==> src/rtl/intr_pkg.sv <==
// ============================================================================
// Module   : intr_pkg
// Brief    : Shared types and constants for the 8-input interrupt controller.
//            Optional feature macro: INTR_ROUND_ROBIN_EN (used by the top).
// Revision : 1.0 - initial release
// ============================================================================
`default_nettype none

package intr_pkg;

    localparam int N   = 8;
    localparam int IDW = 3;

    localparam logic [N-1:0] MASK_RST = 8'hFF;

    typedef enum logic [1:0] {
        IDLE    = 2'd0,
        ASSERT  = 2'd1,
        SERVICE = 2'd2
    } state_t;

endpackage

`default_nettype wire

==> src/rtl/prio_sel_8.sv <==
// ============================================================================
// Module   : prio_sel_8
// Brief    : Combinational 8-way priority selector. Searches downward from
//            'start' with wrap (start, start-1, ..., 0, 7, ...) and returns
//            the first set bit of 'vec'.
// Revision : 1.0 - initial release
// ============================================================================
`default_nettype none

module prio_sel_8
    import intr_pkg::*;
(
    input  logic [N-1:0]   vec,
    input  logic [IDW-1:0] start,
    output logic [IDW-1:0] id,
    output logic           valid
);

    logic [IDW-1:0] w_idx;

    // Walk from the lowest-priority position up to 'start' so the last hit,
    // i.e. the one closest to 'start', wins.
    always_comb begin
        id    = '0;
        valid = 1'b0;
        w_idx = '0;
        for (int k = N - 1; k >= 0; k--) begin
            w_idx = start - IDW'(k);
            if (vec[w_idx]) begin
                id    = w_idx;
                valid = 1'b1;
            end
        end
    end

endmodule

`default_nettype wire

==> src/rtl/intr_prio_ctrl_8.sv <==
// ============================================================================
// Module   : intr_prio_ctrl_8
// Brief    : 8-input edge-triggered interrupt controller with software mask,
//            priority selection and irq/ack/eoi handshake with the CPU.
//            Optional macro INTR_ROUND_ROBIN_EN: rotating priority where the
//            last acknowledged source drops to lowest priority. Undefined:
//            fixed priority, bit 7 highest.
// Revision : 1.0 - initial release
// ============================================================================
`default_nettype none

module intr_prio_ctrl_8 #(
    parameter int N   = 8,   // only 8 is supported
    parameter int IDW = 3
) (
    input  logic           clk,
    input  logic           rst,
    input  logic           en,
    input  logic [N-1:0]   req,
    input  logic           mask_we,
    input  logic [N-1:0]   mask_wdata,
    input  logic           ack,
    input  logic           eoi,
    output logic           irq,
    output logic [IDW-1:0] irq_id,
    output logic           busy,
    output logic [N-1:0]   pending,
    output logic [N-1:0]   mask
);

    import intr_pkg::*;

    state_t         r_state;
    logic [N-1:0]   r_req_q;
    logic [N-1:0]   r_pending;
    logic [N-1:0]   r_mask;
    logic           r_irq;
    logic           r_busy;
    logic [IDW-1:0] r_irq_id;

    logic [N-1:0]   w_edge;
    logic [N-1:0]   w_clr;
    logic           w_ack_take;
    logic [IDW-1:0] w_start;
    logic [IDW-1:0] w_sel_id;
    logic           w_sel_valid;

    assign w_edge     = req & ~r_req_q;
    assign w_ack_take = (r_state == ASSERT) && ack;
    // Clear of the acknowledged bit; a coincident new edge re-sets it below.
    assign w_clr      = w_ack_take ? ({{(N-1){1'b0}}, 1'b1} << r_irq_id) : '0;

`ifdef INTR_ROUND_ROBIN_EN
    logic [IDW-1:0] r_last_id;

    // Remember the last acknowledged source so it becomes lowest priority.
    always_ff @(posedge clk) begin
        if (rst) begin
            r_last_id <= IDW'(N - 1);
        end else if (w_ack_take) begin
            r_last_id <= r_irq_id;
        end
    end

    assign w_start = r_last_id - IDW'(1);
`else
    assign w_start = IDW'(N - 1);
`endif

    prio_sel_8 u_prio_sel (
        .vec   (r_pending & ~r_mask),
        .start (w_start),
        .id    (w_sel_id),
        .valid (w_sel_valid)
    );

    // Edge capture, pending bookkeeping and mask register.
    always_ff @(posedge clk) begin
        if (rst) begin
            r_req_q   <= '0;
            r_pending <= '0;
            r_mask    <= MASK_RST;
        end else begin
            r_req_q   <= req;
            r_pending <= (r_pending & ~w_clr) | w_edge;
            if (mask_we) begin
                r_mask <= mask_wdata;
            end
        end
    end

    // Handshake state machine with registered irq/irq_id/busy.
    always_ff @(posedge clk) begin
        if (rst) begin
            r_state  <= IDLE;
            r_irq    <= 1'b0;
            r_irq_id <= '0;
            r_busy   <= 1'b0;
        end else begin
            case (r_state)
                IDLE: begin
                    if (en && w_sel_valid) begin
                        r_irq    <= 1'b1;
                        r_irq_id <= w_sel_id;
                        r_state  <= ASSERT;
                    end
                end
                ASSERT: begin
                    if (ack) begin
                        r_irq   <= 1'b0;
                        r_busy  <= 1'b1;
                        r_state <= SERVICE;
                    end else if (!en) begin
                        r_irq   <= 1'b0;
                        r_state <= IDLE;
                    end
                end
                SERVICE: begin
                    if (eoi) begin
                        r_busy  <= 1'b0;
                        r_state <= IDLE;
                    end
                end
                default: begin
                    r_irq   <= 1'b0;
                    r_busy  <= 1'b0;
                    r_state <= IDLE;
                end
            endcase
        end
    end

    assign irq     = r_irq;
    assign irq_id  = r_irq_id;
    assign busy    = r_busy;
    assign pending = r_pending;
    assign mask    = r_mask;

endmodule

`default_nettype wire
==> config.mk <==
export PLATFORM = sky130hd
export DESIGN_NAME = intr_prio_ctrl_8
export DESIGN_NICKNAME = d
export VERILOG_FILES = /design/src/rtl/intr_pkg.sv /design/src/rtl/prio_sel_8.sv /design/src/rtl/intr_prio_ctrl_8.sv
export SDC_FILE = /design/constraint.sdc
export NUM_CORES = 1
export LEC_CHECK = 0
export ABC_AREA = 0
export CAP_MARGIN = 20
export CORE_MARGIN = 5
export CORE_UTILIZATION = 40
export DETAILED_ROUTE_END_ITERATION = 10
export GPL_TIMING_DRIVEN = 0
export PLACE_DENSITY = 0.71
export SYNTH_ARGS = -nofsm -noshare
export SYNTH_HDL_FRONTEND = slang
export SYNTH_SLANG_ARGS = --single-unit
export TNS_END_PERCENT = 5
==> constraint.sdc <==
create_clock -name clk -period 2.7 [get_ports clk]
set_clock_uncertainty 0.05 [all_clocks]
set_input_delay 0.405 -clock clk [delete_from_list [all_inputs] [get_ports clk]]
set_output_delay 0.405 -clock clk [all_outputs]
set_load 0.05 [all_outputs]
* Word level (Yosys, flattened, before mapping)
Index checks and enable logic that the tools add are counted.
** Storage, ports and cells
- Register bits after elaboration :: 31
- Input bits :: 22
- Output and inout port bits :: 21
- Logic and storage cells :: 58
** Cells by class
- Eq/ne operators :: 6
- Shifts and indexed selects :: 1
- Multiplexer cells :: 28
- Bitwise gates (word level) :: 9
- Reduce and logical (&&, ||, !) cells :: 7
** Operators with widths (number)
- 8-bit bitwise AND :: 3
- 8-bit NOT :: 3
- 1-bit two-way mux :: 14
- 2-bit two-way mux :: 6
- 3-bit two-way mux :: 4
- 3-bit AND reduction :: 3
- 8-bit two-way mux :: 1
- 8-bit OR :: 1
- 1-bit by 3-bit left shift with 8-bit output (first input constant) :: 1
- 2-bit != test (second input constant) :: 3
- 1-bit one-hot mux with 3 select lines :: 2
- 2-bit one-hot mux with 3 select lines :: 1
- 3-bit != test (second input constant) :: 1
- 2-bit by 1-bit equality test with 1-bit output (second input constant) :: 1
- 2-bit equality test (second input constant) :: 1
- 1-bit logical AND :: 2
- 2-bit zero test :: 1
- 1-bit NOT :: 2
- 2-bit AND reduction :: 1

* Logic depth before layout (Yosys ltp)
Gate-level depths: netlist (run 1).
- Word-level depth :: 13
- Mapped depth :: 4
- Mapped depth without buffers :: 4

* By module
Synthesis (run 1) repeated with hierarchy kept, for this count alone.
** Second synthesis, totals
- Cells, all modules :: 203
- Area, all modules :: 1956.9 µm²
** By module, submodules not included
- intr_prio_ctrl_8 :: instances 1, cells an instance 118, area each 1197.4 µm²
- prio_sel_8 :: instances 1, cells an instance 85, area each 759.5 µm²

* Least setup slack after synthesis (run 1)
No wires, ideal clock.
- Kind :: reg-to-reg
- From :: register r_pending[0], in the netlist pending[0]
- To :: register r_irq_id[1], in the netlist irq_id[1]
- Setup time :: 0.072 ns
- Arrival :: 1.402 ns
- Required time :: 2.578 ns
- Path slack :: 1.176 ns
- Cell stages (with the launch flop) :: 5
- Buffers on the path :: 0
- Period minus slack after synthesis :: 1.524 ns
- Cells stage by stage :: dfxtp_1 -> inv_1 -> o2111a_1 -> a21boi_2 -> mux2i_1
** On the way
- Cells in the longest elaborated chain, start to end :: 11
** Ends and longest elaborated chain
- start, declared :: RTL line intr_prio_ctrl_8.sv:35 : logic [N-1:0] r_pending;
- start signal, assigned :: RTL line intr_prio_ctrl_8.sv:85 : r_pending <= (r_pending & ~w_clr) | w_edge;
- 8-bit bitwise AND :: RTL line intr_prio_ctrl_8.sv:71 : .vec (r_pending & ~r_mask),
- 1-bit two-way mux (8 in series) :: RTL line prio_sel_8.sv:29 : if (vec[w_idx]) begin
- 1-bit logical AND :: RTL line intr_prio_ctrl_8.sv:102 : if (en && w_sel_valid) begin
- 2-bit AND reduction (no source line)
- end signal, assigned :: RTL line intr_prio_ctrl_8.sv:104 : r_irq_id <= w_sel_id;
- end, declared :: RTL line intr_prio_ctrl_8.sv:39 : logic [IDW-1:0] r_irq_id;
No other way between the ends.
A chain may end at the register's enable or synchronous reset.

* Worst setup path after layout (run 1)
- From :: register r_irq_id[0], in the netlist irq_id[0]
- To :: output port irq_id[0]
** RTL lines
- end, declared :: RTL line intr_prio_ctrl_8.sv:25 : output logic [IDW-1:0] irq_id,
No word-level cell between the ends.

==> impl_metrics.py, run 1 <==
metrics = {
    "run_status": {
        "outcome": "finished clean",
    },
    "die": {
        "rows": 20,
        "fp.dieArea_um2": 4450,
        "core_area_um2": 3080,
        "start_util": 0.417,
        "dieWidth_um": 66.7,
        "io-pin-count": 43,
        "die_h_um": 66.7,
    },
    "critical_path": {
        "rrSetupSlack_ns": 1.38,
        "critPathLaunchType": "flop",
        "path_class": "flop to output pin",
        "reg2reg_to": "pending[0]",
        "worstPathMaxFanout": 8,
        "rr_worst_depth": 4,
        "worstPathRequired_ns": 2.25,
        "end_kind": "output pin",
        "critPathMaxStageDelay_ns": 0.88,
        "cp.arrival_ns": 1.73,
        "cp_cell_sequence": "clkdlybuf4s50_1",
        "cp.depth": 1,
        "worst-path-buf-inv": 1,
        "cpLargestDelayFamily": "buffers and inverters",
        "crit_slowest_cell": "clkdlybuf4s50_1",
        "timing.rr.start": "r_state[0]",
    },
    "route": {
        "via_count": 1133,
        "drcViolationCount": 0,
        "drt-total-wl_um": 2940,
        "drtAntennaViolNets": 0,
        "drt_pre_antenna_iters": 4,
        "drt_iter0_markers": 41,
        "viasPerCell": 5.04,
        "wl_per_cell_um": 13.0,
    },
    "sta": {
        "max_freq_ghz": 0.457,
        "tns_ns": 0,
        "setup_viol": 0,
        "fin_crit_sh": 0.810,
        "rsz0062_at_grt": "false",
        "worstMarginPinSlew_ns": 0.513,
        "hold_viol_final": 0,
        "period_minus_slack_ns": 2.19,
        "slew_violations": 0,
        "max-slew-margin-rel": 0.657,
    },
    "final_layout": {
        "n_antenna_cell": 0,
        "nets": 202,
        "drive_gt1_frac": 0.0884,
        "area_growth_pct": 41.6,
        "fin_cells": 225,
    },
    "cts": {
        "clk_latency_ns": 0.33,
        "cts_hold_buffers": 0,
        "cts.sinks": 31,
        "cts_setup_buffers": 0,
        "cts.clk_slew.worst_paths_ns": 0.09,
        "htreeDepth": 2,
        "root_buffer": "clkbuf_4",
        "cts_tree": "done",
        "numCtsBuffers": 5,
        "cts_buffer_depth": 2,
        "cts.repair.resized": 0,
    },
    "synth": {
        "ys_seq_elements": 31,
        "yosysMostFrequentCell": "dfxtp_1",
        "syn_inst": 132,
        "netlist_top_cells_count": "dfxtp_1 (31), nand2b_1 (18), nand2_1 (12), nor2b_1 (11), a21oi_1 (10)",
        "ys_top_cells_by_area": "dfxtp_1 (48%), nand2b_1 (8.8%), mux2i_1 (7.0%)",
        "syn_avg_cell_area_um2": 9.73,
        "ys.flop_type": "dfxtp_1",
        "synth_cell_types": 35,
        "yosys_warnings": 0,
        "synth_seq_area_share": 0.483,
        "yosysTopAreaCell": "dfxtp_1",
        "synthArstFlopShare": 0,
        "synth-edff-count": 0,
        "syn_area_um2": 1280,
        "synth.net_count": 154,
        "synth_top_area_share": 0.483,
    },
    "place": {
        "gp_congestion": 0.775,
        "port_buffers": 41,
        "place_inst": 217,
        "dp_hpwl_um": 2400,
    },
    "grt": {
        "antenna_found_initial": 0,
        "globalRoute.totalOverflow": 0,
        "grt_max_degree": 11,
        "grt_usage": 0.147,
        "grt_pass1_wl_um": 4890,
        "grt_pass1_vias": 1173,
    },
    "power": {
        "power_density_nw_per_um2": 578,
        "power.total_uw": 1050,
        "p_leak_uw": 0.000688,
        "vdd_drop_max_v": 0.000345,
    },
    "worst_hold_path": {
        "min_to": "busy",
        "holdPathStages": 2,
        "min_path_type": "flop to flop",
        "worstHoldStart": "busy",
    },
    "flow_run": {
        "max-cap-violations": 0,
    },
}
==> layout make-up <==
type | instances | area, µm²
Clock buffer | 8 | 68.8
Inverter | 3 | 11.3
Tap cell | 44 | 55.1
Multi-Input combinational cell | 94 | 636
Timing Repair Buffer | 41 | 410
Buffer | 4 | 17.5
Sequential cell | 31 | 621
Fill cell | 277 | 1260
==> layout by cell type (no fill, tap or decap), types with 2 or more instances in the layout <==
cell             instances
nand2_1                 12
clkdlybuf4s50_1         41
o21ai_0                  4
dfxtp_1                 31
nor2b_1                 11
clkbuf_8                 2
clkbuf_4                 5
nand2b_1                18
buf_2                    2
clkbuf_1                 2
o21ai_1                  6
a21oi_1                 10
mux2i_1                  9
o211ai_1                 2
inv_1                    3
==> how the worst max path moves through the flow <==
stage,start,slack [ns],end
6_report,irq_id[0],0.51,irq_id[0]
5_1_grt,irq_id[0],0.43,irq_id[0]
4_1_cts,irq_id[0],0.48,irq_id[0]
3_5_place_dp,rst,0.83,busy
3_3_place_gp,rst,0.86,busy
2_1_floorplan,pending[0],1.18,irq_id[1]
==> kinds of logic (layout without fill, tap and decap cells) <==
family	after synthesis	after routing	share of synthesized area
muxes	9	9	0.0701
AOI/OAI and AO/OA	33	33	0.182
and+or+nand+nor	52	52	0.242
DFF	31	31	0.483
buffers and inverters	7	56	0.0224
==> report_power, final <==
group,switching [µW],internal [µW]
combinational,134,102
clock,149,153
sequential,26.4,487
==> through the flow <==
step / setup slack (ns) / util / hold WS, ns / area, µm²
2_1_floorplan: 1.18 / - / 0.412 / 1280
3_3_place_gp: 0.864 / 0.569 / 0.399 / 1750
3_5_place_dp: 0.831 / 0.569 / 0.412 / 1750
4_1_cts: 0.482 / 0.591 / 0.421 / 1820
5_1_grt: 0.431 / 0.591 / 0.432 / 1820
6_report: 0.512 / 0.591 / 0.421 / 1820
==> layer usage <==
layer / part of all wire / vias to the layer above / GRT usage / routed length (µm)
met2: 0.53 / 23 / 0.266 / 1560
li1: - / 568 / - / -
met3: 0.049 / 6 / 0.0540 / 145
met5: 0 / - / 0 / 0
met1: 0.41 / 536 / 0.147 / 1210
met4: 0.0092 / 0 / 0.0660 / 27
==> flip-flops by register name (all words and copies together) (netlist names) <==
name,count
mask,8
pending,8
r_req_q,8
irq_id,3
r_state,2
busy,1
irq,1
Note: power is estimated with default switching activity, not from simulation.
==> run 2: changes to the inputs <==
--- a/config.mk
+++ b/config.mk
@@ -11,7 +11,7 @@
 export CORE_UTILIZATION = 40
 export DETAILED_ROUTE_END_ITERATION = 10
 export GPL_TIMING_DRIVEN = 0
-export PLACE_DENSITY = 0.71
+export PLACE_DENSITY = 0.74
 export SYNTH_ARGS = -nofsm -noshare
 export SYNTH_HDL_FRONTEND = slang
 export SYNTH_SLANG_ARGS = --single-unit
==> constraint.sdc (replaced) <==
create_clock -name clk -period 1.9 [get_ports clk]
set_clock_uncertainty 0.05 [all_clocks]
set_input_delay 0.285 -clock clk [delete_from_list [all_inputs] [get_ports clk]]
set_output_delay 0.285 -clock clk [all_outputs]
set_load 0.05 [all_outputs]
==> run 2 against run 1 <==
Flip-flop and latch count did not move. Worst setup slack worse by 0.46 ns. Clock-buffer cell count is 1 lower. First-iteration DRC count is 4.9% lower. Design area increased by 0.14%. Clock power rose by 17%. Wire length hardly changed. Critical endpoint is now mask[4]. Total power grew 34%. Combinational power increased by 40%. Via count fell by 1.9%. Final cell count unchanged. Critical path type unchanged.
==> impl_metrics.py, run 2 (same netlist as run 1, synthesis figures left out) <==
metrics = {
    "grt": {
        "top_usage_layer": "met2",
        "antenna_found_initial": 0,
        "globalRoute.totalOverflow": 0,
        "grt_max_degree": 11,
        "grt_util_met3": 0.0624,
        "grt_pass1_wl_um": 4990,
        "grt_usage": 0.150,
        "met1_usage": 0.163,
        "grt_pass1_vias": 1101,
        "gr-usage-met2": 0.259,
    },
    "cts": {
        "htreeDepth": 2,
        "cts.repair.resized": 5,
        "cts_hold_buffers": 0,
        "root_buffer": "clkbuf_4",
        "cts_buffer_depth": 2,
        "cts_tree": "done",
        "cts.clk_slew.worst_paths_ns": 0.09,
        "cts.sinks": 31,
        "cts_setup_buffers": 0,
        "clk_latency_ns": 0.32,
        "numCtsBuffers": 5,
    },
    "critical_path": {
        "crit_slowest_cell": "clkdlybuf4s50_1",
        "worstPathMaxFanout": 3,
        "cp_cell_sequence": "clkdlybuf4s50_1",
        "worst-path-buf-inv": 1,
        "end_kind": "output pin",
        "cpLargestDelayFamily": "buffers and inverters",
        "critPathLaunchType": "flop",
        "cp.arrival_ns": 1.51,
        "path_class": "flop to output pin",
        "worstPathRequired_ns": 1.56,
        "critPathMaxStageDelay_ns": 0.82,
    },
    "sta": {
        "rsz0062_at_grt": "false",
        "timing.final.ws_setup_ns": 0.0556,
        "slew_violations": 0,
        "hold_viol_final": 0,
        "setup_viol": 0,
        "tns_ns": 0,
        "worstMarginPinSlew_ns": 0.511,
        "max_freq_ghz": 0.542,
        "fin_crit_sh": 0.971,
        "max-slew-margin-rel": 0.658,
        "period_minus_slack_ns": 1.84,
        "holdWs_ns": 0.312,
    },
    "die": {
        "rows": 20,
        "start_util": 0.417,
        "dieWidth_um": 66.7,
        "io-pin-count": 43,
        "core_area_um2": 3080,
        "fp.dieArea_um2": 4450,
        "die_h_um": 66.7,
    },
    "route": {
        "viasPerCell": 4.94,
        "drtAntennaViolNets": 0,
        "via_count": 1111,
        "drt_pre_antenna_iters": 4,
        "drt_iter0_markers": 39,
        "drcViolationCount": 0,
        "wl_per_cell_um": 13.1,
        "drt-total-wl_um": 2940,
    },
    "final_layout": {
        "drive_gt1_frac": 0.0829,
        "nFillCells": 277,
        "area_growth_pct": 41.8,
        "mostFrequentLayoutCells": "dfxtp_1 (31), clkdlybuf4s50_1 (25), nand2b_1 (18)",
        "nets": 202,
        "multi_input_area_um2": 636,
        "regArea_um2": 621,
        "final_common_cell": "dfxtp_1",
        "n_antenna_cell": 0,
        "final_util": 0.592,
    },
    "power": {
        "switchingPower_uw": 437,
        "power.total_uw": 1410,
        "sw_frac_of_total": 0.309,
        "power_frac_seq": 0.516,
        "p_clk_frac": 0.251,
        "p_int_uw": 976,
        "p_leak_uw": 0.000798,
        "vdd_drop_max_v": 0.000501,
        "power_frac_comb": 0.234,
        "power_density_nw_per_um2": 776,
    },
    "flow_run": {
        "max-cap-violations": 0,
    },
    "place": {
        "dp_slack_ns": 0.161,
        "gp_congestion": 0.801,
        "dp_hpwl_um": 2340,
        "port_buffers": 41,
    },
    "run_status": {
        "outcome": "finished clean",
    },
    "worst_hold_path": {
        "min_path_type": "primary input to flop",
    },
}
-- run 2: changes by cell type in the layout (fill, tap and decap cells not counted), sizes merged --
cell	before	now
dlymetal6s2s	0	11
clkdlybuf4s50	41	25
clkinv	0	1
clkbuf	9	8
dlygate4sd2	0	5
-- run 2: routing by layer --
metal,share of wire,vias up
met5,0,-
met4,0.013,0
met3,0.052,5
met2,0.53,23
met1,0.40,522
li1,-,561
-- run 2: final timing paths --
kind	startpoint	endpoint	slack (ns)	cells past startpoint
worst max register to register	r_state[0]	pending[0]	0.59	4
worst min-delay path	mask_we	mask[0]	0.31	3
worst min register to register	busy	busy	0.41	2
worst max-delay path	mask[4]	mask[4]	0.06	1
-- run 2: through the flow --
| stage | cell area [µm²] | std cells |
|---|---|---|
| global placement | 1750 | 217 |
| floorplan | 1280 | 132 |
| global route | 1820 | 225 |
| detailed placement | 1750 | 217 |
| finish | 1820 | 225 |
| CTS | 1790 | 225 |
-- run 2: worst min-delay path, delay by kind of cell --
kind,cells,cell delay [ns]
AND/OR/NAND/NOR,1,0.06
multiplexers,1,0.14
buffers and inverters,1,0.18
-- run 2: power groups by stage --
stage / clock (µW) / sequential, µW / combinational (µW)
after floorplan: 0 / 846 / 102
after global placement: 0 / 744 / 333
after detailed placement: 0 / 745 / 337
after CTS: 368 / 730 / 334
after global routing: 402 / 737 / 353
final: 354 / 729 / 330
-- run 2: layout make-up --
cell class,count,area share
repair buffers,41,0.237
multi-input cells,94,0.349
well taps,44,0.0302
clock inverters,1,0.00275
clock buffers,7,0.0247
plain buffers,4,0.00962
flip-flops and latches,31,0.341
inverters,3,0.00618
